===== config.mk =====
export PLATFORM = sky130hd
export DESIGN_NAME = mem_access
export DESIGN_NICKNAME = d
export VERILOG_FILES = /design/src/rtl/mem_access_pkg.sv /design/src/rtl/mem_align.sv /design/src/rtl/mem_access.sv
export SDC_FILE = /design/constraint.sdc
export NUM_CORES = 1
export LEC_CHECK = 0
export ABC_AREA = 1
export CAP_MARGIN = 20
export CORE_MARGIN = 5
export CORE_UTILIZATION = 46
export CTS_CLUSTER_DIAMETER = 80
export DETAILED_ROUTE_END_ITERATION = 8
export PLACE_DENSITY = 0.81
export REMOVE_ABC_BUFFERS = 1
export SYNTH_ARGS = -nofsm -noshare
export SYNTH_HDL_FRONTEND = slang
export SYNTH_HIERARCHICAL = 1
export SYNTH_SLANG_ARGS = --single-unit

===== constraint.sdc =====
create_clock -name clk -period 13.3 [get_ports clk]
set_input_delay 1.995 -clock clk [delete_from_list [all_inputs] [get_ports clk]]
set_output_delay 1.995 -clock clk [all_outputs]
set_load 0.005 [all_outputs]

===== src/rtl/mem_access_pkg.sv =====
// Shared MEM-stage definitions: ALU op codes for memory instructions, FSM states,
// access-size classes and the ALU-op decode helpers used by mem_access and mem_align.
package mem_access_pkg;

  localparam int REG_ADDR_W = 5;
  localparam int ALU_OP_W   = 8;

  localparam logic [REG_ADDR_W-1:0] ZERO_REG_ADDR = '0;
  localparam logic [31:0]           INITIAL_PC    = 32'h0000_0000;

  localparam logic [ALU_OP_W-1:0] ALU_OP_NOP = 8'h00;
  localparam logic [ALU_OP_W-1:0] ALU_OP_ORI = 8'h0D;
  localparam logic [ALU_OP_W-1:0] ALU_OP_ADD = 8'h20;
  localparam logic [ALU_OP_W-1:0] ALU_OP_LB  = 8'hE0;
  localparam logic [ALU_OP_W-1:0] ALU_OP_LH  = 8'hE1;
  localparam logic [ALU_OP_W-1:0] ALU_OP_LW  = 8'hE3;
  localparam logic [ALU_OP_W-1:0] ALU_OP_SB  = 8'hE8;
  localparam logic [ALU_OP_W-1:0] ALU_OP_SH  = 8'hE9;
  localparam logic [ALU_OP_W-1:0] ALU_OP_SW  = 8'hEB;

  typedef enum logic [1:0] {
    MEM_ST_IDLE = 2'd0,
    MEM_ST_BUSY = 2'd1,
    MEM_ST_DONE = 2'd2
  } mem_st_e;

  typedef enum logic [1:0] {
    SEL_NONE = 2'd0,
    SEL_BYTE = 2'd1,
    SEL_HALF = 2'd2,
    SEL_WORD = 2'd3
  } mem_sel_e;

  function automatic mem_sel_e op_size(input logic [ALU_OP_W-1:0] op);
    case (op)
      ALU_OP_LB, ALU_OP_SB: return SEL_BYTE;
      ALU_OP_LH, ALU_OP_SH: return SEL_HALF;
      ALU_OP_LW, ALU_OP_SW: return SEL_WORD;
      default:              return SEL_NONE;
    endcase
  endfunction

  function automatic logic op_is_store(input logic [ALU_OP_W-1:0] op);
    return (op == ALU_OP_SB) || (op == ALU_OP_SH) || (op == ALU_OP_SW);
  endfunction

endpackage


===== src/rtl/mem_align.sv =====
// Combinational lane logic: byte enables, replicated store data and misalignment for the
// request side; lane extraction with sign extension for the load-return side.
module mem_align
  import mem_access_pkg::*;
(
  input  logic [ALU_OP_W-1:0] i_aluop,
  input  logic [1:0]          i_addr_lo,
  input  logic [31:0]         i_reg2,
  input  logic [ALU_OP_W-1:0] i_ld_aluop,
  input  logic [1:0]          i_ld_addr_lo,
  input  logic [31:0]         i_rdata,
  output logic                o_is_mem,
  output logic                o_is_store,
  output logic [3:0]          o_sel,
  output logic [31:0]         o_wdata,
  output logic                o_misalign,
  output logic [31:0]         o_load_data
);

  mem_sel_e           w_size;
  mem_sel_e           w_ld_size;
  logic signed [7:0]  w_byte;
  logic signed [15:0] w_half;

  always_comb begin
    w_size     = op_size(i_aluop);
    o_is_mem   = (w_size != SEL_NONE);
    o_is_store = op_is_store(i_aluop);
    o_sel      = 4'b0000;
    o_wdata    = 32'h0;
    o_misalign = 1'b0;
    case (w_size)
      SEL_BYTE: begin
        o_sel   = 4'b0001 << i_addr_lo;
        o_wdata = {4{i_reg2[7:0]}};
      end
      SEL_HALF: begin
        o_sel      = 4'b0011 << i_addr_lo;
        o_wdata    = {2{i_reg2[15:0]}};
        o_misalign = i_addr_lo[0];
      end
      SEL_WORD: begin
        o_sel      = 4'b1111;
        o_wdata    = i_reg2;
        o_misalign = |i_addr_lo;
      end
      default: ;
    endcase
  end

  // Load side works on the latched op/offset so it lines up with the captured read data.
  always_comb begin
    w_ld_size = op_size(i_ld_aluop);
    case (i_ld_addr_lo)
      2'd0:    w_byte = i_rdata[7:0];
      2'd1:    w_byte = i_rdata[15:8];
      2'd2:    w_byte = i_rdata[23:16];
      default: w_byte = i_rdata[31:24];
    endcase
    w_half      = i_ld_addr_lo[1] ? i_rdata[31:16] : i_rdata[15:0];
    o_load_data = i_rdata;
    case (w_ld_size)
      SEL_BYTE: o_load_data = 32'(w_byte);
      SEL_HALF: o_load_data = 32'(w_half);
      default:  o_load_data = i_rdata;
    endcase
  end

endmodule


===== src/rtl/mem_access.sv =====
// MEM stage: passes non-memory ops straight to MEM/WB and runs loads/stores on a
// variable-latency req/ack bus, stalling the pipeline until the access completes or times out.
module mem_access
  import mem_access_pkg::*;
#(
  parameter int TIMEOUT_CYCLES = 255,
  parameter int TIMEOUT_W      = 8
) (
  input  logic                  clk,
  input  logic                  rst,
  input  logic [REG_ADDR_W-1:0] wd_i,
  input  logic                  wreg_i,
  input  logic [31:0]           wdata_i,
  input  logic [ALU_OP_W-1:0]   aluop_i,
  input  logic [31:0]           mem_addr_i,
  input  logic [31:0]           reg2_i,
  input  logic [31:0]           pc_i,
  input  logic [31:0]           data_rdata_i,
  input  logic                  data_ack_i,
  output logic [REG_ADDR_W-1:0] wd_o,
  output logic                  wreg_o,
  output logic [31:0]           wdata_o,
  output logic [31:0]           pc_o,
  output logic                  data_req_o,
  output logic                  data_we_o,
  output logic [31:0]           data_addr_o,
  output logic [3:0]            data_sel_o,
  output logic [31:0]           data_wdata_o,
  output logic                  stallreq,
  output logic                  misalign_o,
  output logic                  bus_err_o
);

  mem_st_e               r_state, w_next;
  logic [TIMEOUT_W-1:0]  r_cnt;
  logic                  r_err;
  logic [REG_ADDR_W-1:0] r_wd;
  logic                  r_wreg;
  logic [31:0]           r_wdata, r_pc, r_addr, r_bus_wdata, r_rdata;
  logic [ALU_OP_W-1:0]   r_aluop;
  logic [1:0]            r_addr_lo;
  logic [3:0]            r_sel;
  logic                  r_we;

  logic                  w_is_mem, w_is_store, w_misalign;
  logic [3:0]            w_sel;
  logic [31:0]           w_bus_wdata, w_load_data;
  logic                  w_issue, w_timeout;

  mem_align u_align (
    .i_aluop      (aluop_i),
    .i_addr_lo    (mem_addr_i[1:0]),
    .i_reg2       (reg2_i),
    .i_ld_aluop   (r_aluop),
    .i_ld_addr_lo (r_addr_lo),
    .i_rdata      (r_rdata),
    .o_is_mem     (w_is_mem),
    .o_is_store   (w_is_store),
    .o_sel        (w_sel),
    .o_wdata      (w_bus_wdata),
    .o_misalign   (w_misalign),
    .o_load_data  (w_load_data)
  );

  assign w_issue   = (r_state == MEM_ST_IDLE) && !rst && w_is_mem && !w_misalign;
  // An ack in the final allowed cycle still completes the access normally.
  assign w_timeout = (r_state == MEM_ST_BUSY) && !data_ack_i &&
                     (r_cnt == TIMEOUT_W'(TIMEOUT_CYCLES - 1));

  always_ff @(posedge clk) begin
    if (rst) begin
      r_state <= MEM_ST_IDLE;
      r_cnt   <= '0;
      r_err   <= 1'b0;
    end else begin
      r_state <= w_next;
      r_cnt   <= (r_state == MEM_ST_BUSY) ? r_cnt + 1'b1 : '0;
      if (r_state == MEM_ST_BUSY) r_err <= w_timeout;
    end
  end

  always_ff @(posedge clk) begin
    if (w_issue) begin
      r_wd        <= wd_i;
      r_wreg      <= wreg_i;
      r_wdata     <= wdata_i;
      r_pc        <= pc_i;
      r_aluop     <= aluop_i;
      r_addr      <= {mem_addr_i[31:2], 2'b00};
      r_addr_lo   <= mem_addr_i[1:0];
      r_sel       <= w_sel;
      r_we        <= w_is_store;
      r_bus_wdata <= w_bus_wdata;
    end
    if ((r_state == MEM_ST_BUSY) && data_ack_i) r_rdata <= data_rdata_i;
  end

  always_comb begin
    w_next       = r_state;
    wd_o         = ZERO_REG_ADDR;
    wreg_o       = 1'b0;
    wdata_o      = 32'h0;
    pc_o         = INITIAL_PC;
    data_req_o   = 1'b0;
    data_we_o    = 1'b0;
    data_addr_o  = 32'h0;
    data_sel_o   = 4'b0000;
    data_wdata_o = 32'h0;
    stallreq     = 1'b0;
    misalign_o   = 1'b0;
    bus_err_o    = 1'b0;
    case (r_state)
      MEM_ST_IDLE: begin
        if (!rst) begin
          wd_o    = wd_i;
          wreg_o  = wreg_i;
          wdata_o = wdata_i;
          pc_o    = pc_i;
          if (w_is_mem) begin
            wreg_o = 1'b0;
            if (w_misalign) begin
              misalign_o = 1'b1;
            end else begin
              stallreq = 1'b1;
              w_next   = MEM_ST_BUSY;
            end
          end
        end
      end
      MEM_ST_BUSY: begin
        data_req_o   = 1'b1;
        data_we_o    = r_we;
        data_addr_o  = r_addr;
        data_sel_o   = r_sel;
        data_wdata_o = r_bus_wdata;
        stallreq     = 1'b1;
        wd_o         = r_wd;
        pc_o         = r_pc;
        if (data_ack_i || w_timeout) w_next = MEM_ST_DONE;
      end
      MEM_ST_DONE: begin
        wd_o      = r_wd;
        pc_o      = r_pc;
        bus_err_o = r_err;
        if (r_err || r_we) begin
          wdata_o = r_wdata;
        end else begin
          wreg_o  = r_wreg;
          wdata_o = w_load_data;
        end
        w_next = MEM_ST_IDLE;
      end
      default: w_next = MEM_ST_IDLE;
    endcase
  end

endmodule

==> impl_results.rst, run 1 <==
.. list-table::
   :header-rows: 1

   * - Metric
     - Value
   * - Outcome
     - completed
   * - Switch share
     - between 30% and 40%
   * - Height of the die
     - 153 um
   * - CTS tree
     - yes
   * - Final min period
     - just under 7000 ps
   * - CTS-repair resized insts
     - 0
   * - Worst hold start
     - r_cnt[4]$_SDFF_PP0_
   * - Internal power
     - 1340 uW
   * - Headroom to the max-slew limit
     - between 20% and 30%
   * - Measured slew at the worst slew-check pin
     - approximately 1100 ps
   * - Area taken by flip-flops and latches
     - about 5600 sq um
   * - CP Cell Sequence
     - clkdlybuf4s50_1 > nand3b_1 > nor2_1 > nand2_1 > ha_1 > inv_1 > nand2_1 > o21ai_0 > clkdlybuf4s50_1
   * - Vias per std cell
     - 5.13
   * - Initial antenna violation count
     - 5
   * - # setup viols final
     - 0
   * - Root buffer cell
     - clkbuf_16
   * - Max-cap violation count
     - 0
   * - Max rail drop VDD
     - 0.193 mV
   * - Area overhead of the layout relative to synthesis
     - 40.9%
   * - Die span in x
     - 153 um
   * - Initial drt markers
     - 508
   * - I/O pins
     - 320
   * - Part of the power in combinational logic
     - approximately two fifths
   * - Max Root-Sink Buffers
     - 2
   * - Worst path arrival time
     - ~4900 ps
   * - Share of post-route cells with drive strength above 1
     - roughly 6%
   * - Total Neg Setup Slack
     - 0 ps
   * - Switching component of the power
     - roughly 630 uW
   * - Final total power
     - 1980 uW
   * - Largest driver fanout on the critical path
     - 21
   * - Routability-driven placement congestion ratio
     - 0.971
   * - Startpoint of the most critical register-to-register path
     - r_state[0]$_SDFFE_PP0P_
   * - Initial core utilization
     - a little under half
   * - Count of input and output buffers
     - 317
   * - Clock input transition at the sequential cells of the worst setup and hold paths
     - ~70 ps
   * - Total power divided by cell area
     - 149 nW/um^2
   * - Worst slack on hold paths
     - 481 ps
   * - Path type of the worst setup path
     - primary input to output port
   * - Synthesized cell area
     - roughly 9400 sq um
   * - Filler cells
     - 1621
   * - Total wirelength of the detailed-routed design
     - 27200 um
   * - DRC violations left
     - 0
   * - Clk pwr share
     - 26.2%
   * - Yosys warning count
     - 6
   * - Synthesized area divided by synthesized cell count
     - 9.34 sq um
   * - Wire length of the first global-routing pass
     - 42200 um
   * - Detailed-route via count
     - between 8000 and 9000
   * - DP HPWL
     - about 19000 um
   * - Grt total ovfl
     - 0
   * - Maximum number of pins on one net before global-route repair
     - 77
   * - # H-tree levels
     - 4
   * - Core Rows
     - between 50 and 60
   * - DRT antenna net count
     - 0
   * - Post-CTS repair timing setup buffer count
     - 0
   * - Nets@finish
     - 1487
   * - Required time at the endpoint of the critical path
     - 11310 ps
   * - Multi-input gate area
     - around 3000 sq um
   * - RSZ-0062 raised after global routing
     - no
   * - Fin. max-slew vios
     - 0
   * - GRT Total Usage
     - 22.4%
   * - Post-detailed-route wirelength per cell
     - 17.2 um
   * - Sort of element at the end of the critical path
     - output port
   * - Static power due to leakage
     - 0.00547 uW
   * - Class of the tightest hold or removal check
     - flop to flop
   * - Sequential share of power
     - approximately a third
   * - Cells after Synth
     - 1008
   * - CTS sink cnt
     - 189
   * - Fmax
     - 145 MHz
   * - Hold Buf Count CTS
     - 0
   * - Hold Fails Final Rpt
     - 0
   * - Maximum single-stage delay on the critical path
     - 550 ps
   * - Total clock buffers created by CTS
     - 17
   * - Die outline area
     - 23400 sq um
   * - Standard cell core area
     - 20200 sq um
   * - Type of origin of the critical path
     - primary input
   * - Via count of the first global-routing pass
     - 7959
   * - Post-Route Skew
     - around 12 ps
   * - Launch point of the critical path
     - aluop_i[2]
   * - Final cycle utilization of the critical path
     - 51.8%
   * - Worst path slowest cell
     - inv_1
   * - Detailed-routing iteration count for the pre-antenna-repair pass
     - 5
   * - Insertion delay of the later-clocked pin in the worst-skew pair
     - 420 ps
## per-stage QoR
stage / setup slack, ps / utilization (%) / instances / instance area [sq um]
2_1_floorplan: 3290 / - / 952 / 9060
3_3_place_gp: 6510 / 62.7 / 1546 / 12600
3_5_place_dp: 6410 / 62.7 / 1546 / 12600
4_1_cts: 6410 / 65.7 / 1578 / 13200
5_1_grt: 6110 / 65.8 / 1582 / 13300
6_report: 6400 / 65.8 / 1582 / 13300
## path summary, 6_finish.rpt
path	endpoint	slack (ps)	cells after the start
max	stallreq	6400	9
min	r_cnt[4]$_SDFF_PP0_	480	2
max reg2reg	r_pc[23]$_DFFE_PP_	10080	6
min reg2reg	r_cnt[4]$_SDFF_PP0_	480	2
## routing by layer
metal / global-route usage [%] / part of all wire (%)
met4: 8.53 / 2.3
met5: 0 / 0.092
met1: 28.1 / 40
met3: 6.50 / 9.6
met2: 36.9 / 48
## layout make-up
type / instances / share of cell area (%)
Antenna cell: 3 / 0.0566
Clock buffer: 18 / 3.23
Clock inverter: 14 / 1.33
Inverter: 138 / 3.94
Multi-Input combinational cell: 625 / 22.5
Sequential cell: 189 / 41.9
Tap cell: 270 / 2.55
Timing Repair Buffer: 325 / 24.4
## power by group through the flow
stage / clock network (uW) / registers [uW] / logic (uW)
2_1_floorplan: 0 / 697 / 316
3_3_place_gp: 0 / 697 / 769
3_5_place_dp: 0 / 698 / 776
4_1_cts: 529 / 684 / 781
5_1_grt: 560 / 687 / 841
6_report: 517 / 684 / 774
## layout by cell type, fill, tap and decap left out, types with 12 or more instances in the layout
cell	n
ha_1	12
nor2_1	80
nand2_1	244
edfxtp_1	178
nand2_2	15
o21ai_0	50
inv_1	130
a21oi_1	43
nand3_1	96
clkdlybuf4s50_1	317
o21ai_1	31
clkbuf_16	17
## registers in the layout, summed over array words and instances, names as in the netlist, 4 cells and up
register	flops
r_wd	5
r_rdata	32
r_bus_wdata	32
r_pc	32
r_sel	4
r_aluop	7
r_wdata	32
r_addr	30
r_cnt	8
## worst max-delay path, delay by kind of cell
family	cells	cell delay (ps)
simple gates	4	740
buf+inv	3	1510
compound gates	1	190
fa+ha+maj	1	460
Power figures use the tool's default switching activity.
==> run 2: changes to the inputs <==
clock period = 7.25 ns   (was 13.3 ns; I/O delays follow)
==> run 2 against run 1 <==
Net effect: register-to-register slack worse by 6100 ps; sequential power up 83%; sequential share of layout area up 0.11 points; die area unchanged; final cell count about the same; clock power up 76%; clock skew about the same.
==> impl_results.rst, run 2 (synthesis results as in run 1) <==
.. list-table::
   :header-rows: 1

   * - Metric
     - Value
   * - Finished Layout Cells
     - 1581
   * - Instance count after placement with tap cells included
     - 1546
   * - Initial drt markers
     - 582
   * - Share of post-route cells with drive strength above 1
     - under 10%
   * - Path type of the worst setup path
     - primary input to output port
   * - Total clock buffers created by CTS
     - 17
   * - Maximum number of pins on one net before global-route repair
     - 79
   * - Hold Buf Count CTS
     - 0
   * - Most common library cell in the layout ignoring fill and taps
     - clkdlybuf4s50_1
   * - Die outline area
     - 23400 sq um
   * - Largest driver fanout on the critical path
     - 21
   * - Area overhead of the layout relative to synthesis
     - 40.5%
   * - Grt total ovfl
     - 0
   * - Initial antenna violation count
     - 3
   * - I/O pins
     - between 300 and 400
   * - Clock input transition at the sequential cells of the worst setup and hold paths
     - roughly 70 ps
   * - Initial core utilization
     - 46.7%
   * - Detailed-routing iteration count for the pre-antenna-repair pass
     - 5
   * - CTS tree
     - yes
   * - Die span in x
     - about 150 um
   * - Via count of the first global-routing pass
     - 8103
   * - RSZ-0062 raised after global routing
     - no
   * - Max Root-Sink Buffers
     - 2
   * - GRT Total Usage
     - 22.7%
   * - Wire length of the first global-routing pass
     - 42600 um
   * - CTS-repair resized insts
     - 0
   * - Highest-count cells in the layout ignoring fill and taps
     - clkdlybuf4s50_1, nand2_1, edfxtp_1
   * - Sort of element at the end of the critical path
     - output port
   * - Static power due to leakage
     - 0.00545 uW
   * - # H-tree levels
     - 4
   * - Hold Fails Final Rpt
     - 0
   * - Post-detailed-route wirelength per cell
     - 17.3 um
   * - Type of origin of the critical path
     - primary input
   * - Detailed-route via count
     - 8073
   * - Headroom to the max-slew limit
     - 28.8%
   * - Class of the tightest hold or removal check
     - flop to flop
   * - Measured slew at the worst slew-check pin
     - 1070 ps
   * - Outcome
     - completed
   * - Count of input and output buffers
     - 317
   * - Standard cell core area
     - 20200 sq um
   * - CTS sink cnt
     - 189
   * - Total wirelength of the detailed-routed design
     - 27300 um
   * - Required time at the endpoint of the critical path
     - 6160 ps
   * - DP HPWL
     - roughly 19000 um
   * - Post-DP Area
     - 12600 sq um
   * - DRC violations left
     - 0
   * - Post-CTS repair timing setup buffer count
     - 0
   * - Post-Route Skew
     - around 12 ps
   * - Final cycle utilization of the critical path
     - 69.7%
   * - DRT antenna net count
     - 0
   * - Routability-driven placement congestion ratio
     - roughly 0.94
   * - Fmax
     - 198 MHz
   * - Final min period
     - 5060 ps
   * - Vias per std cell
     - 5.11
   * - Max rail drop VDD
     - 0.224 mV
   * - Fin. max-slew vios
     - 0
   * - Total power divided by cell area
     - around 270 nW/um^2
   * - Root buffer cell
     - clkbuf_16
   * - Core Rows
     - 52
   * - Insertion delay of the later-clocked pin in the worst-skew pair
     - 430 ps
   * - Height of the die
     - 153 um
   * - Nets@finish
     - 1487
   * - Worst path arrival time
     - 3970 ps
   * - Post-route cell area
     - 13200 sq um
   * - Worst slack on hold paths
     - 471 ps
   * - # setup viols final
     - 0
   * - Max-cap violation count
     - 0
## run 2: path summary, 6_finish.rpt
check                                from             endpoint  slack, ps  depth (start not counted)
setup reg to reg  r_state[1]$_SDFFE_PP0P_   r_pc[29]$_DFFE_PP_       4020                          6
setup / recovery               aluop_i[2]             stallreq       2190                          9
hold / removal        r_cnt[0]$_SDFF_PP0_  r_cnt[0]$_SDFF_PP0_        470                          1
hold reg to reg       r_cnt[0]$_SDFF_PP0_  r_cnt[0]$_SDFF_PP0_        470                          1
## run 2: through the flow
stage          utilization, %  total power, uW  setup slack (ps)  setup TNS, ps
2_1_floorplan               -             1860             -1850        -270240
3_3_place_gp             62.7             2690              2260              0
3_5_place_dp             62.7             2710              2210              0
4_1_cts                  65.5             3620              2220              0
5_1_grt                  65.6             3800              1930              0
6_report                 65.6             3590              2190              0
## run 2: power by group
| group | internal (uW) | switching, uW |
|---|---|---|
| logic | 735 | 695 |
| clock network | 459 | 451 |
| registers | 1240 | 18.9 |
| total | 2430 | 1160 |
## run 2: critical path, stage by stage
cell	delay [ps]
clkdlybuf4s50_1	420
nand3b_1	180
nor2_1	150
nand2_1	130
ha_1	460
inv_1	550
nand2_1	250
o21ai_0	200
clkdlybuf4s50_1	540
## run 2: cell type report
class	count	area (sq um)
Sequential cell	189	5570
Fill cell	1627	6940
Timing Repair Buffer	325	3240
Clock inverter	15	148
Inverter	138	523
Multi-Input combinational cell	625	2990
Clock buffer	17	425
Antenna cell	2	5.00
Tap cell	270	338
## run 2: metal layers
layer | global-route usage (%) | part of all wire (%) | up-vias | wire (um)
li1 | - | - | 3892 | -
met1 | 28.3 | 39 | 3712 | 10600
met2 | 37.1 | 48 | 406 | 13000
met3 | 6.96 | 10 | 61 | 2740
met4 | 9.04 | 3.4 | 2 | 918
met5 | 0 | 0.048 | - | 13
